### config.mk
export PLATFORM = sky130hd
export DESIGN_NAME = uart_tx_flat
export DESIGN_NICKNAME = d
export VERILOG_FILES = /design/src/rtl/uart_pkg.sv /design/src/rtl/uart_tx_if.sv /design/src/rtl/uart_baud_cnt.sv /design/src/rtl/uart_tx.sv /design/src/flat_wrapper.sv
export SDC_FILE = /design/constraint.sdc
export NUM_CORES = 1
export LEC_CHECK = 0
export CAP_MARGIN = 5
export CORE_MARGIN = 4
export CORE_UTILIZATION = 37
export CTS_BUF_LIST = sky130_fd_sc_hd__clkbuf_4 sky130_fd_sc_hd__clkbuf_8
export DETAILED_ROUTE_END_ITERATION = 7
export RECOVER_POWER = 50
export SYNTH_ARGS = -nofsm -noshare
export SYNTH_HDL_FRONTEND = slang
export SYNTH_SLANG_ARGS = --single-unit
### constraint.sdc
create_clock -name clk_i -period 2.6 [get_ports clk_i]
set_input_delay 0.26 -clock clk_i [delete_from_list [all_inputs] [get_ports clk_i]]
set_output_delay 0.26 -clock clk_i [all_outputs]
set_load 0.1 [all_outputs]
### src/rtl/uart_pkg.sv
// Shared UART types and helpers for the TX block and the future RX block.
package uart_pkg;

  localparam int UART_DATAW = 8;

  typedef enum logic [1:0] {
    IDLE,
    START,
    DATA,
    STOP
  } uart_tx_state_e;

  // A baud divisor of 0 would stall the bit timer, so it is treated as 1.
  function automatic logic [31:0] uart_eff_div(input logic [31:0] div);
    return (div == 32'd0) ? 32'd1 : div;
  endfunction

endpackage

### src/rtl/uart_tx_if.sv
// FIFO read-side handshake between the TX byte FIFO (master) and its reader (slave).
interface uart_tx_if
  import uart_pkg::*;
#(
  parameter int DATAW = UART_DATAW
);

  logic [DATAW-1:0] fifo_dat;
  logic             fifo_empty;
  logic             fifo_deq;

  modport master (
    output fifo_dat,
    output fifo_empty,
    input  fifo_deq
  );

  modport slave (
    input  fifo_dat,
    input  fifo_empty,
    output fifo_deq
  );

endinterface

### src/rtl/uart_baud_cnt.sv
// Loadable bit-period down-counter; bit_end_o marks the last cycle of a bit.
module uart_baud_cnt
  import uart_pkg::*;
#(
  parameter int DIVW = 16
) (
  input  logic            clk_i,
  input  logic            rst_ni,
  input  logic            load_i,
  input  logic [DIVW-1:0] load_val_i,
  output logic            bit_end_o
);

  logic [DIVW-1:0] cnt_q, cnt_d;

  // Load wins over counting; the counter parks at zero when not reloaded.
  always_comb begin
    cnt_d = cnt_q;
    if (load_i) begin
      cnt_d = load_val_i;
    end else if (cnt_q != '0) begin
      cnt_d = cnt_q - DIVW'(1);
    end
  end

  // Count register with synchronous reset.
  always_ff @(posedge clk_i) begin
    if (!rst_ni) begin
      cnt_q <= '0;
    end else begin
      cnt_q <= cnt_d;
    end
  end

  assign bit_end_o = (cnt_q == '0);

endmodule

### src/rtl/uart_tx.sv
// 8N1 UART transmitter draining a byte FIFO, one pop per frame.
//
// state | meaning
// ------+-----------------------------------------------------------
// IDLE  | line high, waiting for tx_en_i and a non-empty FIFO
// START | start bit (line low) for one bit period
// DATA  | data bits, LSB first, one bit period each
// STOP  | stop bit (line high); may chain straight into the next START
module uart_tx
  import uart_pkg::*;
#(
  parameter int DATAW = UART_DATAW,
  parameter int DIVW  = 16
) (
  input  logic            clk_i,
  input  logic            rst_ni,
  uart_tx_if.slave        fifo,
  input  logic [DIVW-1:0] baud_div_i,
  input  logic            tx_en_i,
  output logic            tx_o,
  output logic            busy_o
);

  localparam int BCW = (DATAW > 1) ? $clog2(DATAW) : 1;

  uart_tx_state_e   state_q;
  logic             tx_q;
  logic             busy_q;
  logic [DATAW-1:0] shift_q;
  logic [BCW-1:0]   bit_cnt_q;
  logic [DIVW-1:0]  div_q;

  logic             bit_end;
  logic             launch_slot;
  logic             launch;
  logic [DIVW-1:0]  div_eff;
  logic             cnt_load;
  logic [DIVW-1:0]  cnt_val;

  assign div_eff = DIVW'(uart_eff_div(32'(baud_div_i)));

  // A new frame may start from IDLE, or back-to-back on the final stop-bit cycle.
  // Gating with rst_ni keeps the FIFO from being popped while the FSM is held in reset.
  always_comb begin
    launch_slot = (state_q == IDLE) || ((state_q == STOP) && bit_end);
    launch      = rst_ni && tx_en_i && !fifo.fifo_empty && launch_slot;
  end

  assign fifo.fifo_deq = launch;

  // Reload the bit timer on launch and at the end of every bit that has a successor.
  always_comb begin
    cnt_load = launch || (bit_end && ((state_q == START) || (state_q == DATA)));
    cnt_val  = launch ? (div_eff - DIVW'(1)) : (div_q - DIVW'(1));
  end

  uart_baud_cnt #(
    .DIVW(DIVW)
  ) u_baud_cnt (
    .clk_i     (clk_i),
    .rst_ni    (rst_ni),
    .load_i    (cnt_load),
    .load_val_i(cnt_val),
    .bit_end_o (bit_end)
  );

  // Frame FSM with registered line and busy outputs.
  always_ff @(posedge clk_i) begin
    if (!rst_ni) begin
      state_q   <= IDLE;
      tx_q      <= 1'b1;
      busy_q    <= 1'b0;
      shift_q   <= '0;
      bit_cnt_q <= '0;
      div_q     <= '0;
    end else if (launch) begin
      shift_q   <= fifo.fifo_dat;
      div_q     <= div_eff;
      bit_cnt_q <= '0;
      state_q   <= START;
      tx_q      <= 1'b0;
      busy_q    <= 1'b1;
    end else begin
      case (state_q)
        IDLE: begin
          tx_q   <= 1'b1;
          busy_q <= 1'b0;
        end
        START: begin
          if (bit_end) begin
            state_q <= DATA;
            tx_q    <= shift_q[0];
          end
        end
        DATA: begin
          if (bit_end) begin
            shift_q   <= shift_q >> 1;
            bit_cnt_q <= bit_cnt_q + BCW'(1);
            if (bit_cnt_q == BCW'(DATAW - 1)) begin
              state_q <= STOP;
              tx_q    <= 1'b1;
            end else begin
              tx_q <= shift_q[1];
            end
          end
        end
        STOP: begin
          if (bit_end) begin
            state_q <= IDLE;
            tx_q    <= 1'b1;
            busy_q  <= 1'b0;
          end
        end
        default: begin
          state_q <= IDLE;
          tx_q    <= 1'b1;
          busy_q  <= 1'b0;
        end
      endcase
    end
  end

  assign tx_o   = tx_q;
  assign busy_o = busy_q;

endmodule

### src/flat_wrapper.sv
// flat-port wrapper written by rule: the top's interface ports become plain ports
module uart_tx_flat import uart_pkg::*;
#(
  parameter int DATAW = UART_DATAW,
  parameter int DIVW  = 16
)
  (clk_i, rst_ni, baud_div_i, tx_en_i, tx_o, busy_o, fifo_fifo_dat, fifo_fifo_empty, fifo_fifo_deq);
  uart_tx_if #(.DATAW(DATAW)) fifo_i ();
  input  logic clk_i;
  input  logic rst_ni;
  input  logic [DIVW-1:0] baud_div_i;
  input  logic tx_en_i;
  output logic tx_o;
  output logic busy_o;
  input wire logic [$bits(fifo_i.fifo_dat)-1:0] fifo_fifo_dat;
  input wire logic [$bits(fifo_i.fifo_empty)-1:0] fifo_fifo_empty;
  output wire logic [$bits(fifo_i.fifo_deq)-1:0] fifo_fifo_deq;
  assign fifo_i.fifo_dat = fifo_fifo_dat;
  assign fifo_i.fifo_empty = fifo_fifo_empty;
  assign fifo_fifo_deq = fifo_i.fifo_deq;
  uart_tx #(.DATAW(DATAW), .DIVW(DIVW)) u_core (.clk_i(clk_i), .rst_ni(rst_ni), .fifo(fifo_i), .baud_div_i(baud_div_i), .tx_en_i(tx_en_i), .tx_o(tx_o), .busy_o(busy_o));
endmodule
======== Yosys cells after proc, flatten, opt, wreduce, memory -nomap -nowiden ========
Cells that the tools add are included.
word-level totals
  logic and storage cells ................. 73
  memories ................................ 0
  latch bits .............................. 0
  ROM bits ................................ 0
  input bits .............................. 28
  flip-flop bits (word level) ............. 47
  RAM bits ................................ 0
cells by class
  $lt $le $gt $ge ......................... 0
  $mul .................................... 0
  reduce and logical (&&, ||, !) cells .... 26
  shifts and indexed selects .............. 0
  bitwise operators ....................... 1
  multiplexer cells ....................... 22
  equal/unequal tests ..................... 12
  $add $sub $neg .......................... 4
  div/mod/pow operators ................... 0
operators by type and width
  operator               count
  $mux 16                4
  $sub 16x1->16 const B  3
  $logic_not 16->1       2
  $mux 8                 3
  $reduce_bool 16->1     1
  $reduce_and 5->1       2
  $ne 3x1->1 const B     3
  $mux 1                 8
  $mux 2                 4
  $ne 2x1->1 const B     3
  $pmux 2 s3             1
  $reduce_and 2->1       3
  $reduce_bool 2->1      3
  $reduce_bool 3->1      2
  $logic_and 1x1->1      5
  $eq 2x2->1 const B     2
  $pmux 1 s4             1
  $reduce_bool 4->1      1
  $add 3x1->3 const B    1
  $eq 3x3->1 const B     1
  $logic_or 1x1->1       3
  $ne 3x2->1 const B     1
  $reduce_and 3->1       1
  $eq 2x1->1 const B     1
  6 further kinds        6

======== Longest topological paths before layout ========
Gate-level depths: netlist (run 1).
  word-level depth ........................ 6
  gate-level depth with buffers ........... 12
  depth with buffers taken out ............ 11

======== Modules after synthesis ========
A second synthesis (run 1) with hierarchy kept.
unflattened totals
  cells, all modules ...................... 360
  area, all modules ....................... 2,912.8 µm²
modules (own cells, without submodules)
  module         seq. area each (µm²)  cells an instance  instances  area an instance (µm²)
  uart_tx        620.6                 244                1          1,973.1
  uart_baud_cnt  320.3                 116                1          939.7

======== Worst setup path before layout (run 1) ========
Ideal clock, no wire load.
  kind .................................... register to register
  start ................................... reg u_core.state_q[1]
  end ..................................... reg u_core.div_q[10]
  arrival time ............................ 2.709 ns
  path slack .............................. -0.185 ns
  required time ........................... 2.524 ns
  stages on the path, launching flop included .. 10
  cells stage by stage .................... dfxtp_1 -> ha_1 -> and4b_1 -> buf_2 -> a21oi_2 -> inv_1 -> buf_2 -> buf_1 -> nand2_1 -> a21boi_0
on the way
  longest elaborated chain between the ends .. 4
  elaborated cells between the ends (all ways) .. 5
RTL lines
  element                 line                text
  start, declared         uart_tx.sv:26       uart_tx_state_e state_q;
  start signal, assigned  uart_tx.sv:70       state_q <= IDLE;
  start signal, assigned  uart_tx.sv:80       state_q <= START;
  start signal, assigned  uart_tx.sv:91       state_q <= DATA;
  $eq 2x2->1              uart_tx.sv:45       launch_slot = (state_q == IDLE) || ((state_q == STOP) && bit_end);
  $logic_and 1x1->1       uart_tx.sv:45
  $logic_or 1x1->1 *      uart_tx.sv:45
  $logic_and 1x1->1 *     uart_tx.sv:46       launch = rst_ni && tx_en_i && !fifo.fifo_empty && launch_slot;
  via fifo_fifo_deq       flat_wrapper.sv:17  output wire logic [$bits(fifo_i.fifo_deq)-1:0] fifo_fifo_deq;
  end signal, assigned    uart_tx.sv:78       div_q <= div_eff;
  end, declared           uart_tx.sv:31       logic [DIVW-1:0] div_q;
Mark *: on every way through the listed nets, which the timed path passes. The rest lies on a longest branch.
A chain may end at the register's enable or synchronous reset.

======== Final worst setup path (run 1) ========
  start ................................... reg u_core.state_q[1]
  end ..................................... reg u_core.u_baud_cnt.cnt_q[13]
on the way
  longest elaborated chain between the ends .. 6
  elaborated cells between the ends (all ways) .. 13
RTL lines
  element                                       line                          text
  $eq 2x2->1                                    uart_tx.sv:45
  $logic_and 1x1->1                             uart_tx.sv:45
  $logic_or 1x1->1                              uart_tx.sv:45
  $logic_and 1x1->1                             uart_tx.sv:46
  $mux 16 or $logic_or 1x1->1 (tied branches)   uart_tx.sv:54, uart_tx.sv:53
  $mux 16 or $reduce_bool 2->1 (tied branches)  --
  end signal, assigned                          uart_baud_cnt.sv:31           cnt_q <= cnt_d;
  end, declared                                 uart_baud_cnt.sv:14           logic [DIVW-1:0] cnt_q, cnt_d;
Several ways; a longest one is shown, not always the timed one.

==> metrics.txt, run 1 <==
grt total ovfl 0; cts bufs inserted 5; Primary FF master, synth dfxtp_1; drt drc 0; routed len/inst 14.8 um; Die Y-Extent 93.0 um; Layout Nets 448; Tightest Hold Check Type reg -> reg; #FFs+latches synth 47; largest net degree at the start of global routing 21; Critical Path, Cell by Cell inv_1 -> ha_2 -> or2_1 -> and2_1 -> o32ai_2 -> buf_4 -> nand4_4 -> nor4_2 -> xor2_1 -> nor2_1; die area 0.00865 mm^2; post-route cell area 0.00380 mm^2; Hold Fails Final Rpt 0; first-pass GRT wire length 12.3 mm; IO Count 31; Pre-Repair DR Iteration Count 4; Core Area 0.00691 mm^2; final wirelength 7.51 mm; r2r startpoint u_core.state_q[1]; Via density 5.24; total number of vias 2,659; Worst Tran Pin Value 1.16 ns; Fin Setup TNS 0 ns; Buffers on Ports 30; leakage 0.00148 uW; Final setup viols 0; met3 GRT Util 0.0306; Reg-to-Reg End u_core.u_baud_cnt.cnt_q[13]; Syn Nets 366; Placer Congestion 0.912; Setup crit start kind flop; largest stage delay on the critical path 0.39 ns; grt peak-use layer met2; Slew HR 0.228; Slowest cell on crit path o32ai_2; Total GRT Usage 0.177; met1 Use GR 0.228; Initial Util 0.387; synth unique cells 50; Synth async-reset ratio 0; worst endpoint required time 2.80 ns; VDD IR max 0.648 mV; Max Fclk 392 MHz; H-tree levels 2; clk_skew 0.00754 ns; Crit. Startpoint u_core.state_q[1]; Cell Area, Synth 0.00267 mm^2; Reg clk slew, reported paths 0.10 ns; setup slack, reg-to-reg 0.05 ns; pre-CTS setup slack -0.113 ns; post-detail-place hpwl 5.70 mm; yosys warns 0; Final WS setup 0.0460 ns; Reg2Reg Depth 10; CP Capture Point u_core.u_baud_cnt.cnt_q[13]; Final Cycle Share 0.982; M2 GR Usage 0.310; share of cells above drive strength 1 0.258; CTS tree done; Slew Viols, Final 0; Post-Synthesis Cells 328; number of enable flip-flop cells after synthesis 0; Avg Cell Area, Syn 8.15 um^2; Placed Area 0.00349 mm^2; initial antenna violation count 0; fin crit period 2.55 ns; vias in the first global route 2,588; CP arrival 2.76 ns; element type at the critical path end flop; CP Max Fanout 5; Die Wd 93.0 um; area grow syn2layout 42.3%; ANT nets after route 0; root buffer cell clkbuf_8; # rows 30; P per Cell Area 990 mW/mm^2; outcome finished clean; clk buf depth 2; Sink Count 47; n_diodes 0; drt first-iter violations 139; type of the worst setup path reg -> reg; Max-Cap Viols 0; worst skew pair latency 0.31 ns; register area share after synthesis 0.352
[cell type report]
| type | instances | area, um^2 |
|---|---|---|
| Tap cell | 96 | 120 |
| Fill cell | 671 | 3100 |
| Sequential cell | 47 | 943 |
| Inverter | 5 | 18.8 |
| Multi-Input combinational cell | 255 | 1810 |
| Timing Repair Buffer | 96 | 821 |
| Clock buffer | 5 | 68.8 |
| Clock inverter | 3 | 23.8 |
[kinds of logic after synthesis]
family | count (synthesis) | synth area share
AO/OA/AOI/OAI | 86 | 0.250
buffers and inverters | 26 | 0.0417
flip-flops | 47 | 0.352
multiplexers | 1 | 0.00375
AND/OR/NAND/NOR | 146 | 0.266
adder cells (fa/ha/maj) | 10 | 0.0468
XOR/XNOR | 12 | 0.0393
[report_power, final]
| part | internal, uW | total, uW | switching (uW) |
|---|---|---|---|
| registers | 888 | 1050 | 165 |
| clock network | 193 | 467 | 275 |
| logic | 1080 | 2240 | 1170 |
[cell usage in the layout (no fill, tap or decap), types with 7 or more instances in the layout]
master            n
buf_4            58
dfxtp_1          45
a21oi_1          24
xor2_1            9
ha_1              8
a21boi_0         18
clkdlybuf4s50_1  27
o211a_1           7
nor2_1           40
nand2_1          51
nand3_1          19
o21ai_0           7
[synthesized netlist by cell type, types with 7 or more instances]
| library cell | n | area share |
|---|---|---|
| a21boi_0 | 18 | 0.051 |
| a21oi_1 | 24 | 0.045 |
| clkbuf_1 | 10 | 0.014 |
| dfxtp_1 | 47 | 0.35 |
| ha_1 | 10 | 0.047 |
| nand2_1 | 51 | 0.072 |
| nand3_1 | 19 | 0.036 |
| nor2_1 | 40 | 0.056 |
| nor4_1 | 7 | 0.016 |
| o211a_1 | 7 | 0.026 |
| o21ai_0 | 7 | 0.013 |
| o32ai_1 | 7 | 0.023 |
| xor2_1 | 9 | 0.029 |
[what timing repair did]
| action | 4_1_cts | 5_1_grt |
|---|---|---|
| resized for setup | 5 | 30 |
| setup buffers | 1 | 5 |
| pin swaps | 1 | 11 |
| hold buffers | 0 | 0 |
| setup endpoints to repair | 1 | 10 |
[sequential cells by signal (all words and copies together) (netlist names)]
register / count
u_core.shift_q: 8
u_core.state_q: 2
u_core.u_baud_cnt.cnt_q: 16
u_core.bit_cnt_q: 3
u_core.div_q: 16
u_core.busy_o: 1
u_core.tx_o: 1
[worst min-delay path by stage]
stage               cells after the start  slack, ns                 from             endpoint
floorplan                               2       0.40     fifo_fifo_dat[7]    u_core.shift_q[7]
global placement                        2       0.45  u_core.bit_cnt_q[2]  u_core.bit_cnt_q[2]
detailed placement                      2       0.45  u_core.bit_cnt_q[1]  u_core.bit_cnt_q[1]
CTS                                     2       0.47  u_core.bit_cnt_q[1]  u_core.bit_cnt_q[1]
global route                            2       0.49  u_core.bit_cnt_q[1]  u_core.bit_cnt_q[1]
finish                                  2       0.46  u_core.bit_cnt_q[1]  u_core.bit_cnt_q[1]
[worst max-delay path, delay by kind of cell (launching register included)]
kind,cells,cell delay (ns)
AND/OR/NAND/NOR,5,0.99
flip-flops,1,0.37
AO/OA/AOI/OAI,1,0.39
XOR/XNOR,1,0.20
adder cells (fa/ha/maj),1,0.19
buffers and inverters,2,0.30
[stage by stage]
step | power (uW) | util | hold slack [ns] | std cells
after detailed placement | 2920 | 0.505 | 0.453 | 493
after CTS | 3410 | 0.522 | 0.467 | 502
final | 3760 | 0.551 | 0.465 | 507
after global routing | 4030 | 0.551 | 0.487 | 507
after floorplan | 2230 | - | 0.405 | 328
after global placement | 2900 | 0.505 | 0.445 | 493
[routing by layer]
layer / vias to the layer above / routed length (um) / share of wire
met5: - / 0 / 0
met4: 0 / 143 / 0.019
met3: 15 / 290 / 0.039
met2: 61 / 3780 / 0.50
met1: 1243 / 3290 / 0.44
li1: 1340 / - / -
No activity file was read; power rests on OpenSTA's default activity.
==> run 2, diff against run 1 <==
--- a/config.mk
+++ b/config.mk
@@ -8,3 +8,3 @@
 export CAP_MARGIN = 5
-export CORE_MARGIN = 4
+export CORE_MARGIN = 2
 export CORE_UTILIZATION = 37
==> constraint.sdc (replaced) <==
create_clock -name clk_i -period 2.6 [get_ports clk_i]
set_input_delay 0.52 -clock clk_i [delete_from_list [all_inputs] [get_ports clk_i]]
set_output_delay 0.52 -clock clk_i [all_outputs]
set_load 0.1 [all_outputs]
==> run 2 against run 1 <==
Net effect:
- sequential power about the same
- sequential share of layout area fell by 0.71 points
- register-to-register slack gained 0.02 ns
- power increased by 4.3%
- hold slack better by 0.0054 ns
- clock skew barely moved
- non-clock buffer count grew 10
- wire length is 0.15% lower
- via count up 0.34%
- critical path type is now reg -> out
==> metrics.txt, run 2 (synthesis gave the netlist of run 1 again) <==
RSZ-0062 raised after global routing true; Layout Nets 458 (+2.2%); Fin Setup TNS 0 ns (unchanged); VDD IR max 0.695 mV (+7.3%); final wirelength 7.50 mm (-0.15%); worst endpoint required time 2.08 ns (-0.72 ns); IO Count 31 (unchanged); Slew Viols, Final 0 (unchanged); drt first-iter violations 114 (-18%); total number of vias 2,668 (+0.34%); H-tree levels 2 (unchanged); Total GRT Usage 0.196 (+0.0190); worst skew pair latency 0.31 ns (about the same); post-detail-place hpwl 5.42 mm (-4.9%); fin crit period 2.54 ns (-0.00901 ns); Max Fclk 393 MHz (+0.35%); initial antenna violation count 0 (unchanged); n_diodes 0 (unchanged); Buffers on Ports 30 (unchanged); clk buf depth 2 (unchanged); internal power 2240 uW (+4.0%); Pre-Repair DR Iteration Count 4 (unchanged); vias in the first global route 2,635 (+1.8%); CP Max Fanout 8 (+3); Slew HR 0.226 (-0.00205); Max-Cap Viols 0 (unchanged); Combinational Power Share 0.607 (+0.011); pre-CTS setup slack -0.365 ns (-0.252 ns); Final WS setup 0.0550 ns (+0.00901 ns); cts bufs inserted 5 (unchanged); leakage 0.00156 uW (+5.1%); Setup crit start kind flop; Die Wd 89.0 um (-4.3%); die area 0.00792 mm^2 (-8.4%); setup slack, reg-to-reg 0.07 ns (+0.02 ns); area grow syn2layout 47.5%; Tightest Hold Check Type reg -> reg; P per Cell Area 997 mW/mm^2 (+0.70%); Power Total 3930 uW (+4.3%); Hold Fails Final Rpt 0 (unchanged); largest registers u_core.div_q: 16 flops, u_core.u_baud_cnt.cnt_q: 16 flops, u_core.shift_q: 8 flops; first-pass GRT wire length 12.3 mm (-0.28%); Worst Tran Pin Value 1.17 ns (+0.00308 ns); post-route cell area 0.00394 mm^2 (+3.6%); cell count of the worst hold path 2 (unchanged); Sink Count 47 (unchanged); r2r startpoint u_core.state_q[0]; Final setup viols 0 (unchanged); share of cells above drive strength 1 0.306 (+0.0485); Reg2Reg Depth 11 (+1); outcome finished clean; root buffer cell clkbuf_8; drt drc 0 (unchanged); Placed Area 0.00350 mm^2 (+0.50%); switching power 1680 uW (+4.8%); grt total ovfl 0 (unchanged); Switching Fraction 0.428 (+0.00176); largest net degree at the start of global routing 24 (+14%); type of the worst setup path reg -> out; Placer Congestion 0.899 (-1.5%); Initial Util 0.387 (unchanged); Hold Slack 0.470 ns (+0.00538 ns); commonest non-fill, non-tap cells in the layout buf_4 (70), nand2_1 (51), dfxtp_1 (42); Die Y-Extent 89.0 um (-4.3%); clk_skew 0.00772 ns (+0.000178 ns); ANT nets after route 0 (unchanged); commonest non-fill, non-tap cell in the layout buf_4; Hold Startpoint u_core.bit_cnt_q[1]; element type at the critical path end output port; Core Area 0.00691 mm^2 (unchanged); CTS tree done; CTS Hold Buffers Added 0 (unchanged); routed len/inst 14.5 um (-2.1%); CP arrival 2.02 ns (-0.74 ns); # rows 30 (unchanged); Final Cycle Share 0.979 (-0.00347); Reg-to-Reg End u_core.u_baud_cnt.cnt_q[11]; clock power share 0.120 (-0.004); sink of the worst hold path u_core.bit_cnt_q[1]; Reg clk slew, reported paths 0.10 ns (about the same); Via density 5.16 (-1.6%); part of the power in registers 0.272 (-0.008); Fill cells 661 (-1.5%)
## run 2: area by class of cell
class                      count  area, um^2  share of cell area
multi-input combinational    255        1870               0.473
sequential                    47         950               0.241
timing repair buffer         106         891               0.226
tap                           96         120              0.0305
clock buffer                   5        68.8              0.0175
clock inverter                 3        25.0             0.00635
inverter                       5        21.3             0.00540
## run 2: how the worst max path moves through the flow
stage / start / endpoint / slack (ns)
floorplan: u_core.state_q[0] / u_core.u_baud_cnt.cnt_q[14] / 0.009
global placement: rst_ni / u_core.u_baud_cnt.cnt_q[13] / -0.34
detailed placement: fifo_fifo_empty / u_core.u_baud_cnt.cnt_q[13] / -0.36
CTS: fifo_fifo_empty / fifo_fifo_deq / 0.009
global route: u_core.state_q[0] / u_core.u_baud_cnt.cnt_q[14] / -0.10
finish: u_core.state_q[0] / fifo_fifo_deq / 0.06
## run 2: metal layers
layer,global-route usage,wire [um]
met5,0,0
met4,0.0611,125
met3,0.0351,211
met2,0.336,3720
met1,0.250,3440
## run 2: critical path: stages, from the launching register on
cell and delay [ns]:
dfxtp_2 0.37, inv_2 0.06, ha_4 0.16, and4b_2 0.25, buf_4 0.14, buf_4 0.14
a21oi_4 0.13, buf_6 0.14, buf_8 0.12, inv_2 0.06, buf_12 0.16
## run 2: what timing repair did
| item | in CTS | in global routing |
|---|---|---|
| resized for setup | 18 | 35 |
| endpoints found under the setup margin | 13 | 14 |
| pin swaps | 7 | 13 |
| buffers inserted | 4 | 8 |
| hold endpoints to repair | 0 | 0 |
## run 2: per-stage QoR
stage	util	cells
after CTS	0.541	509
after global routing	0.571	517
after detailed placement	0.507	497
after floorplan	-	328
final	0.571	517
after global placement	0.507	497
## run 2: power groups by stage
stage / combinational [uW] / clock (uW) / sequential, uW
global route: 2590 / 515 / 1080
detailed placement: 1930 / 0 / 1020
global placement: 1920 / 0 / 1020
finish: 2390 / 472 / 1070
floorplan: 1170 / 0 / 1060
CTS: 2150 / 486 / 1010
